$ cat config.mk
export PLATFORM = sky130hd
export DESIGN_NAME = data_delay_line
export DESIGN_NICKNAME = d
export VERILOG_FILES = /design/src/rtl/data_delay_line_pkg.sv /design/src/rtl/data_delay_line_stage.sv /design/src/rtl/data_delay_line.sv
export SDC_FILE = /design/constraint.sdc
export NUM_CORES = 1
export LEC_CHECK = 0
export BUFFER_PORTS_ARGS = -buffer_cell sky130_fd_sc_hd__buf_2
export CORE_ASPECT_RATIO = 1.5
export CORE_MARGIN = 2
export CORE_UTILIZATION = 45
export DETAILED_ROUTE_END_ITERATION = 8
export GPL_ROUTABILITY_DRIVEN = 0
export MAX_ROUTING_LAYER = met4
export PLACE_DENSITY = 0.63
export SLEW_MARGIN = 15
export SYNTH_ARGS = -nofsm -noshare
export SYNTH_HDL_FRONTEND = slang
export SYNTH_SLANG_ARGS = --single-unit
export TNS_END_PERCENT = 100
$ cat constraint.sdc
create_clock -name iCLK -period 2.4 [get_ports iCLK]
set_clock_uncertainty 0.2 [all_clocks]
set_input_delay 0.36 -clock iCLK [delete_from_list [all_inputs] [get_ports iCLK]]
set_output_delay 0.36 -clock iCLK [all_outputs]
set_load 0.01 [all_outputs]
$ cat src/rtl/data_delay_line_pkg.sv
// Shared constants and helpers for the data delay line.
// Holds the default word length, default depth and the count-width function.
package data_delay_line_pkg;

   localparam int DEF_WL    = 10;
   localparam int DEF_DEPTH = 4;

   // Smallest number of bits able to hold the values 0 .. value-1.
   function automatic int clog2(input int value);
      int bits;
      int rest;
      bits = 0;
      rest = value - 1;
      while (rest > 0) begin
         bits = bits + 1;
         rest = rest >> 1;
      end
      return bits;
   endfunction

endpackage

$ cat src/rtl/data_delay_line_stage.sv
// One stage of the delay line: a W-bit register with async active-low reset,
// synchronous clear (priority) and advance enable.
module delay_stage
   import data_delay_line_pkg::*;
#(
   parameter int W = DEF_WL + 1
)(
   input  logic         iCLK,
   input  logic         iRSTn,
   input  logic         iEN,
   input  logic         iCLR,
   input  logic [W-1:0] iD,
   output logic [W-1:0] oQ
);

   always_ff @(posedge iCLK or negedge iRSTn) begin
      if (!iRSTn) begin
         oQ <= '0;
      end else if (iCLR) begin
         oQ <= '0;
      end else if (iEN) begin
         oQ <= iD;
      end
   end

endmodule

$ cat src/rtl/data_delay_line.sv
// Enabled delay line of DEPTH stages carrying {valid, data}, with a running
// count of valid stages and a primed flag when every stage holds valid data.
module data_delay_line
   import data_delay_line_pkg::*;
#(
   parameter int WL    = DEF_WL,
   parameter int DEPTH = DEF_DEPTH
)(
   input  logic                         iCLK,
   input  logic                         iRSTn,
   input  logic                         iEN,
   input  logic                         iCLR,
   input  logic                         iVALID,
   input  logic [WL-1:0]                iDATA,
   output logic [WL-1:0]                oDATA,
   output logic                         oVALID,
   output logic [clog2(DEPTH+1)-1:0]    oCOUNT,
   output logic                         oPRIMED
);

   localparam int CW = clog2(DEPTH + 1);

   // Each stage word is {valid, data}; the valid bit only qualifies the data
   // for counting, the data itself is captured whatever the valid bit says.
   logic [WL:0] stageD [DEPTH];
   logic [WL:0] stageQ [DEPTH];
   logic        exitValid;

   genvar g;
   generate
      for (g = 0; g < DEPTH; g++) begin : gStage
         if (g == 0) begin : gHead
            assign stageD[g] = {iVALID, iDATA};
         end else begin : gLink
            assign stageD[g] = stageQ[g-1];
         end

         delay_stage #(
            .W (WL + 1)
         ) uStage (
            .iCLK  (iCLK),
            .iRSTn (iRSTn),
            .iEN   (iEN),
            .iCLR  (iCLR),
            .iD    (stageD[g]),
            .oQ    (stageQ[g])
         );
      end
   endgenerate

   assign exitValid = stageQ[DEPTH-1][WL];
   assign oDATA     = stageQ[DEPTH-1][WL-1:0];
   assign oVALID    = exitValid;

   // Tracks the population of valid bits: one enters at stage 0 while the
   // last stage's bit leaves, so only the mismatched cases move the count.
   always_ff @(posedge iCLK or negedge iRSTn) begin
      if (!iRSTn) begin
         oCOUNT <= '0;
      end else if (iCLR) begin
         oCOUNT <= '0;
      end else if (iEN) begin
         case ({iVALID, exitValid})
            2'b10:   oCOUNT <= oCOUNT + 1'b1;
            2'b01:   oCOUNT <= oCOUNT - 1'b1;
            default: oCOUNT <= oCOUNT;
         endcase
      end
   end

   assign oPRIMED = (oCOUNT == CW'(DEPTH));

endmodule

[Word level (Yosys, flattened, before mapping)]
Cells that the tools add are included.
Storage, ports and cells
  bits in registers: 47
  bits of input ports: 15
  output and inout bits: 15
  word-level logic and storage cells: 24
Operators by class
  $add $sub $neg: 2
  eq/ne operators: 3
  multiplexer cells: 11
  reductions and logical operators: 3
Operators with widths (number)
  $mux 11: 8
  $mux 3: 2
  $pmux 3 s2: 1
  $add 3x1->3 const B: 1
  $eq 3x3->1 const B: 1
  $reduce_bool 3->1: 1
  $sub 3x1->3 const B: 1
  $eq 2x1->1 const B: 1
  $eq 2x2->1 const B: 1
  $reduce_and 2->1: 1
  $reduce_bool 2->1: 1

[Depth between registers and ports, before layout]
Gate-level depths: netlist of the first run.
  depth in word-level cells: 4
  depth in mapped cells: 5
  gate-level depth less buffers: 5

[Modules after synthesis]
Synthesis of the first run repeated with hierarchy kept, for this count alone.
Second synthesis, totals
  cell total of the unflattened synthesis: 160
  area, all modules: 1974.4 µm²
Modules (own cells, without submodules)
  delay_stage: times used 4, cells an instance 35, area each 441.7 µm², sequential area each 275.3 µm²
  data_delay_line: times used 1, cells an instance 20, area each 207.7 µm², sequential area each 75.1 µm²

[Worst setup path before layout of the first run]
OpenSTA, ideal clock, no wires.
  path type: reg-to-reg
  start: reg gStage[3].uStage.oQ[10]
  end: reg oCOUNT[2]
  library setup time: 77 ps
  data arrival time: 1460 ps
  data required time: 2123 ps
  path slack: 663 ps
  cell stages (with the launch flop): 6
  buffers on the path: 0
  clock period less this slack: 1737 ps
  path through: dfrtp_1 > nor2b_1 > fa_1 > nand4bb_1 > a21o_1 > a21oi_1
Between the ends
  word-level cells in the longest chain between the ends: 4
  elaborated cells on any way between the ends: 7
  classes of those cells: 2 x eq/ne; 3 x mux; 2 x reduce/logical
RTL lines
  start: declaration: RTL line data_delay_line_stage.sv:13  | output logic [W-1:0] oQ
  start signal: assignment: RTL line data_delay_line_stage.sv:22  | oQ <= iD;
  $eq 2x1->1 or $eq 2x2->1 (tied branches): RTL line data_delay_line.sv:63  | case ({iVALID, exitValid})
  $pmux 3 s2: RTL line data_delay_line.sv:63
  $mux 3: RTL line data_delay_line.sv:62  | end else if (iEN) begin
  $mux 3: RTL line data_delay_line.sv:60  | end else if (iCLR) begin
  end signal: assignment: RTL line data_delay_line.sv:64  | 2'b10: oCOUNT <= oCOUNT + 1'b1;
  end signal: assignment: RTL line data_delay_line.sv:65  | 2'b01: oCOUNT <= oCOUNT - 1'b1;
  end signal: assignment: RTL line data_delay_line.sv:66  | default: oCOUNT <= oCOUNT;
  end: declaration: RTL line data_delay_line.sv:17  | output logic [clog2(DEPTH+1)-1:0] oCOUNT,
Parallel ways exist; a longest one is shown, timed or not. The select of a mux whose other input is x is not followed.
A chain may end at the register's enable or synchronous reset.

[Worst setup path after layout of the first run]
Same ends and word-level chain as after synthesis.

==> reports/metrics.csv, run 1 <==
metric,value,unit
floorplan.io_pins,30,
cells_along_the_critical_path,"nor2b_1, fa_1, nand4bb_1, a21o_1, a21oi_1",
synth_fp_nets,178,
global_route.overflow_total,0,
post-route-period-util,0.763,
cp-start-kind,register,
finalWirelength,3230,um
yosys_warnings,0,
timing_worst_setup_path_type,register to register,
cpLargestDelayFamily,flip-flops,
postSynthAreaPerCell,12.3,um2
global_route_wire_length_before_repair,5480,um
critical_path_arrival,1.85,ns
post-cts-setup-buffer-count,0,
grt.total_usage,0.147,
drive_gt1_frac,0.202,
synth-edff-count,0,
mostFrequentLayoutCell,sky130_fd_sc_hd__dfrtp_1,
yosysTopAreaCellShare,0.591,
hold_violations,0,
numPortBuffers,29,
drc,0,
grt_antenna_before_repair,0,
worst_hold_path_type,primary input to register,
cp.buffers_inverters,0,
clock_tree_from_tritoncts,done,
largest_net_degree_at_the_start_of_global_routing,50,
detailroute.via_count,1231,
max_freq,546,MHz
worst_path_largest_cell_delay,0.44,ns
final_max_slew_viol_count,0,
ys_seq_elements,47,
post-route-cell-area,2260,um2
antenna_left,0,
floorplan.rows,29,
fin_tns_setup,0,ns
ys_seq_area_frac,0.591,
rsz_0062_raised_after_global_routing,no,
power-per-cell-area,644,nW/um2
finalSetupViolCount,0,
cts-root-buf,sky130_fd_sc_hd__clkbuf_8,
cts_num_sinks,47,
result_of_the_run,"complete, no violations",
insertedDiodeCount,0,
yosys_most_used_dff,sky130_fd_sc_hd__dfrtp_1,
mostFrequentLayoutCells,"sky130_fd_sc_hd__dfrtp_1 (47), sky130_fd_sc_hd__nor2_1 (45), sky130_fd_sc_hd__mux2i_1 (44)",
worst_slew_pin_slew,0.544,ns
layoutNonFillerInstCount,239,
layout_min_cycle_time,1.83,ns
detailed_route_wire_length_per_cell,13.5,um
clock_tree_buf_depth,2,
place_worst_setup_slack,0.582,ns
floorplan.die.width,58.3,um
worst_hold_slack,0.113,ns
slew-limit-headroom,0.637,
floorplan.die_area,4980,um2
drt_first_iter_violations,45,
ctsHtreeMaxLevel,2,
place_area,2150,um2
leak,1.23,nW
worst_ep_required_time,2.42,ns
yosysUniqueCellTypes,20,
asyncSetResetFlopFracSynth,1.00,
largest_fanout_on_the_critical_path,6,
syn_inst,162,
post-route-util,0.531,
place.detailed.instances,230,
power.total,1.45,mW
maximum_resistive_drop_on_vdd,537,uV
yosysTopAreaCell,sky130_fd_sc_hd__dfrtp_1,
clk_transition_reported_paths,0.08,ns
initial_utilization,0.469,
timing.critical_path.to_type,register,
cts_resized,0,
cts-buffers-inserted,5,
die_h,85.4,um
fin_ws,0.570,ns
syn2layout_area_growth,13.4,%
floorplan.core_area,4250,um2
synth.cell_area,1990,um2
dp_hpwl,2170,um
avgViaCountPerCell,5.15,
synth.area.top_cells,"sky130_fd_sc_hd__dfrtp_1 (59%), sky130_fd_sc_hd__mux2i_1 (22%), sky130_fd_sc_hd__nor2_1 (8.5%)",
drt_pre_antenna_iters,4,
finalNetCount,208,
clk_latency,0.29,ns
critPathSlowestCell,sky130_fd_sc_hd__dfrtp_1,
maxCapViolCount,0,
number_of_global_route_vias_before_repair,1229,
-- worst min-delay path, stage by stage --
cell                      delay, ns
sky130_fd_sc_hd__buf_2         0.08
sky130_fd_sc_hd__mux2i_1       0.05
sky130_fd_sc_hd__nor2_1        0.08
-- layout make-up --
cell class | instances | area (um2)
fillers | 400 | 1990
flip-flops and latches | 47 | 1180
multi-input cells | 105 | 732
repair buffers | 33 | 190
clock buffers | 8 | 100
well taps | 46 | 57.6
-- logic make-up after synthesis --
kind of cell	synth area share
xor+xnor	0.00440
compound gates	0.0113
flops	0.591
mux	0.221
fa+ha+maj	0.0101
simple gates	0.121
buf+inv	0.0409
-- metal layers --
layer  up-vias  GRT usage  wire, um
met2        26      0.226      1510
met4         0     0.0571        58
met3         5     0.0366       135
li1        599          -         -
met5         -          -         0
met1       601      0.184      1520
-- where the power goes --
group / internal [mW] / leakage (nW) / total, mW / switching [mW]
clock: 0.263 / 0.0515 / 0.506 / 0.243
sequential: 0.814 / 0.645 / 0.828 / 0.0142
combinational: 0.0503 / 0.530 / 0.119 / 0.0690
-- path summary, 6_finish.rpt --
check,start,end,slack (ns),cells past startpoint
max in group asynchronous,iRSTn,gStage[0].uStage.oQ[2]$_DFFE_PN0P_,0.90,3
worst min register to register,gStage[3].uStage.oQ[8]$_DFFE_PN0P_,gStage[3].uStage.oQ[8]$_DFFE_PN0P_,0.32,2
worst max-delay path,gStage[3].uStage.oQ[10]$_DFFE_PN0P_,oCOUNT[2]$_DFFE_PN0P_,0.57,5
worst min-delay path,iDATA[5],gStage[0].uStage.oQ[5]$_DFFE_PN0P_,0.11,3
min in group asynchronous,iRSTn,gStage[3].uStage.oQ[8]$_DFFE_PN0P_,0.39,2
worst max register to register,gStage[3].uStage.oQ[10]$_DFFE_PN0P_,oCOUNT[2]$_DFFE_PN0P_,0.57,5
-- flip-flops by register name (all words and copies together) (netlist names) --
signal	flops
gStage.uStage.oQ	44
oCOUNT	3
-- synth_stat cells (2+ instances only) --
cell	instances
sky130_fd_sc_hd__nand2b_1	2
sky130_fd_sc_hd__o21ai_1	2
sky130_fd_sc_hd__buf_8	2
sky130_fd_sc_hd__nor2_1	45
sky130_fd_sc_hd__nand3_1	2
sky130_fd_sc_hd__buf_2	2
sky130_fd_sc_hd__clkbuf_1	3
sky130_fd_sc_hd__dfrtp_1	47
sky130_fd_sc_hd__buf_6	2
sky130_fd_sc_hd__nand4b_1	2
sky130_fd_sc_hd__mux2i_1	44
-- repair_timing --
action / in CTS / in global routing
hold buffers: 1 / 0
endpoints found under the hold margin: 24 / 0
setup endpoints to repair: 0 / 0
No activity file was read; power rests on OpenSTA's default activity.
==> inputs of run 2 (changes only) <==
==> constraint.sdc (replaced) <==
create_clock -name iCLK -period 1.79 [get_ports iCLK]
set_clock_uncertainty 0.2 [all_clocks]
set_input_delay 0.2685 -clock iCLK [delete_from_list [all_inputs] [get_ports iCLK]]
set_output_delay 0.2685 -clock iCLK [all_outputs]
set_load 0.01 [all_outputs]
==> run 2 against run 1 <==
Net effect:
- sequential share of layout area is 0.23 points lower
- die area did not move
- via count is 1.3% higher
- non-clock buffer count increased by 3
- cell count rose by 0.42%
- worst hold slack got worse by 0.092 ns
- global-route usage up 1.1 points
- combinational power grew 39%
- core utilization is 0.24 points higher
- critical path depth unchanged
==> reports/metrics.csv, run 2 (same netlist as run 1, synthesis figures left out) <==
metric,value,unit,change
critical_path_arrival,1.73,ns,was 1.85 ns
maxCapViolCount,0,,unchanged
cts-buffers-inserted,5,,unchanged
max_freq,583,MHz,was 546 MHz
post-route-period-util,0.958,,was 0.763
hold_violations,0,,unchanged
drt_pre_antenna_iters,4,,unchanged
slew-limit-headroom,0.828,,was 0.637
detailroute.via_count,1247,,was 1231
timing_worst_setup_path_type,register to register,,unchanged
cp-start-kind,register,,unchanged
worst_hold_path_type,primary input to register,,unchanged
worst_slew_pin_slew,0.258,ns,was 0.544 ns
die_h,85.4,um,unchanged
syn2layout_area_growth,13.9,%,was 13.4%
global_route_wire_length_before_repair,5850,um,was 5480 um
rr_endpoint,oCOUNT[2]$_DFFE_PN0P_,,unchanged
finalSetupViolCount,0,,unchanged
clk_transition_reported_paths,0.07,ns,was 0.08 ns
fin_tns_setup,0,ns,unchanged
numPortBuffers,29,,unchanged
worst_hold_path.endpoint,gStage[0].uStage.oQ[3]$_DFFE_PN0P_,,was gStage[0].uStage.oQ[5]$_DFFE_PN0P_
final-seq-area,1180,um2,unchanged
worst_ep_required_time,1.80,ns,was 2.42 ns
dp_hpwl,2210,um,was 2170 um
leak,1.23,nW,about the same
grt.total_usage,0.157,,was 0.147
initial_utilization,0.469,,unchanged
cts-root-buf,sky130_fd_sc_hd__clkbuf_8,,unchanged
clock_tree_from_tritoncts,done,,unchanged
largest_net_degree_at_the_start_of_global_routing,48,,was 50
drc,0,,unchanged
netSwitchingPower,0.415,mW,was 0.326 mW
p_clk_frac,0.306,,was 0.348
ctsHtreeMaxLevel,2,,unchanged
worst_r2r_path_depth,5,,unchanged
swShare,0.226,,was 0.224
global_route.overflow_total,0,,unchanged
place_worst_setup_slack,0.0489,ns,was 0.582 ns
regMostFlops,gStage.uStage.oQ,,unchanged
insertedDiodeCount,0,,unchanged
power-per-cell-area,812,nW/um2,was 644 nW/um2
fin_ws,0.0752,ns,was 0.570 ns
floorplan.die_area,4980,um2,unchanged
result_of_the_run,"complete, no violations",,unchanged
multi_input_area,734,um2,was 732 um2
post-cts-setup-buffer-count,0,,unchanged
layout_min_cycle_time,1.71,ns,was 1.83 ns
rsz_0062_raised_after_global_routing,no,,unchanged
timing.critical_path.to_type,register,,unchanged
floorplan.io_pins,30,,unchanged
worst-r2r-setup-slack,0.08,ns,was 0.57 ns
largest_fanout_on_the_critical_path,2,,was 6
worst_hold_path.num_cells,3,,unchanged
antenna_left,0,,unchanged
floorplan.rows,29,,unchanged
combPwrFrac,0.090,,was 0.082
cts_num_sinks,47,,unchanged
finalNetCount,211,,was 208
largest_registers_in_the_final_layout,"gStage.uStage.oQ: 44 flops, oCOUNT: 3 flops",,unchanged
fill_cells,383,,was 400
drive_gt1_frac,0.211,,was 0.202
flip_flop_count_of_the_largest_register_after_layout,44,,unchanged
maximum_resistive_drop_on_vdd,588,uV,was 537 uV
number_of_global_route_vias_before_repair,1319,,was 1229
finalWirelength,3180,um,was 3230 um
grt_antenna_before_repair,0,,unchanged
detailed_route_wire_length_per_cell,13.3,um,was 13.5 um
clock_tree_buf_depth,2,,unchanged
power.share.sequential,0.603,,was 0.570
avgViaCountPerCell,5.20,,was 5.15
clk_latency,0.29,ns,about the same
drt_first_iter_violations,17,,was 45
floorplan.die.width,58.3,um,unchanged
mostFrequentLayoutCells,"sky130_fd_sc_hd__dfrtp_1 (47), sky130_fd_sc_hd__nor2_1 (45), sky130_fd_sc_hd__mux2i_1 (44)",,unchanged
floorplan.core_area,4250,um2,unchanged
timing.rr.start,gStage[3].uStage.oQ[10]$_DFFE_PN0P_,,unchanged
mostFrequentLayoutCell,sky130_fd_sc_hd__dfrtp_1,,unchanged
design_internal_power,1.43,mW,was 1.13 mW
final_max_slew_viol_count,0,,unchanged
worst_hold_startpoint,iDATA[3],,was iDATA[5]
run 2: cell count changes in the layout (fill, tap and decap cells not counted):
cell	change
sky130_fd_sc_hd__buf_4	+2
sky130_fd_sc_hd__clkbuf_8	-2
sky130_fd_sc_hd__buf_12	+1
sky130_fd_sc_hd__fa_2	+1
sky130_fd_sc_hd__fa_1	-1
run 2: timing repair:
item / 4_1_cts / 5_1_grt
endpoints found under the setup margin: 0 / 1
endpoints found under the hold margin: 47 / 0
hold buffers: 1 / 0
gates resized for setup: 0 / 1
run 2: cell type report:
type	instances	share of cell area
Sequential cell	47	0.519
Tap cell	46	0.0254
Timing Repair Buffer	36	0.0994
Clock buffer	6	0.0320
Multi-Input combinational cell	105	0.324
run 2: routing by layer:
metal | GRT usage | part of all wire | vias to the layer above
met5 | - | 0 | -
li1 | - | - | 604
met2 | 0.253 | 0.50 | 32
met4 | 0.0634 | 0.014 | 0
met1 | 0.188 | 0.44 | 606
met3 | 0.0366 | 0.046 | 5
run 2: power groups by stage:
stage,clock network [mW],logic (mW),registers (mW)
2_1_floorplan,0,0.108,1.13
3_3_place_gp,0,0.162,1.13
3_5_place_dp,0,0.168,1.13
4_1_cts,0.591,0.170,1.11
5_1_grt,0.628,0.189,1.11
6_report,0.564,0.166,1.11
run 2: worst max-delay path by stage:
stage                                                   start                     to  cells past startpoint
after CTS                 gStage[3].uStage.oQ[10]$_DFFE_PN0P_  oCOUNT[2]$_DFFE_PN0P_                      5
after detailed placement  gStage[3].uStage.oQ[10]$_DFFE_PN0P_  oCOUNT[2]$_DFFE_PN0P_                      5
final                     gStage[3].uStage.oQ[10]$_DFFE_PN0P_  oCOUNT[2]$_DFFE_PN0P_                      5
after global placement    gStage[3].uStage.oQ[10]$_DFFE_PN0P_  oCOUNT[2]$_DFFE_PN0P_                      5
after floorplan           gStage[3].uStage.oQ[10]$_DFFE_PN0P_  oCOUNT[2]$_DFFE_PN0P_                      5
after global routing      gStage[3].uStage.oQ[10]$_DFFE_PN0P_  oCOUNT[2]$_DFFE_PN0P_                      5
run 2: critical path: stages (launching register included):
cell and delay [ns]:
sky130_fd_sc_hd__dfrtp_1 0.38, sky130_fd_sc_hd__nor2b_1 0.15, sky130_fd_sc_hd__fa_2 0.34, sky130_fd_sc_hd__nand4bb_1 0.21
sky130_fd_sc_hd__a21o_1 0.20, sky130_fd_sc_hd__a21oi_1 0.15
run 2: through the flow:
| stage | total power [mW] | std cells | hold WS [ns] | utilization | area [um2] |
|---|---|---|---|---|---|
| floorplan | 1.24 | 162 | -0.227 | - | 1990 |
| global placement | 1.29 | 233 | 0.0635 | 0.514 | 2180 |
| detailed placement | 1.30 | 233 | 0.0684 | 0.514 | 2180 |
| CTS | 1.87 | 240 | 0.0155 | 0.533 | 2260 |
| global route | 1.93 | 240 | 0.0320 | 0.534 | 2270 |
| finish | 1.84 | 240 | 0.0207 | 0.534 | 2270 |
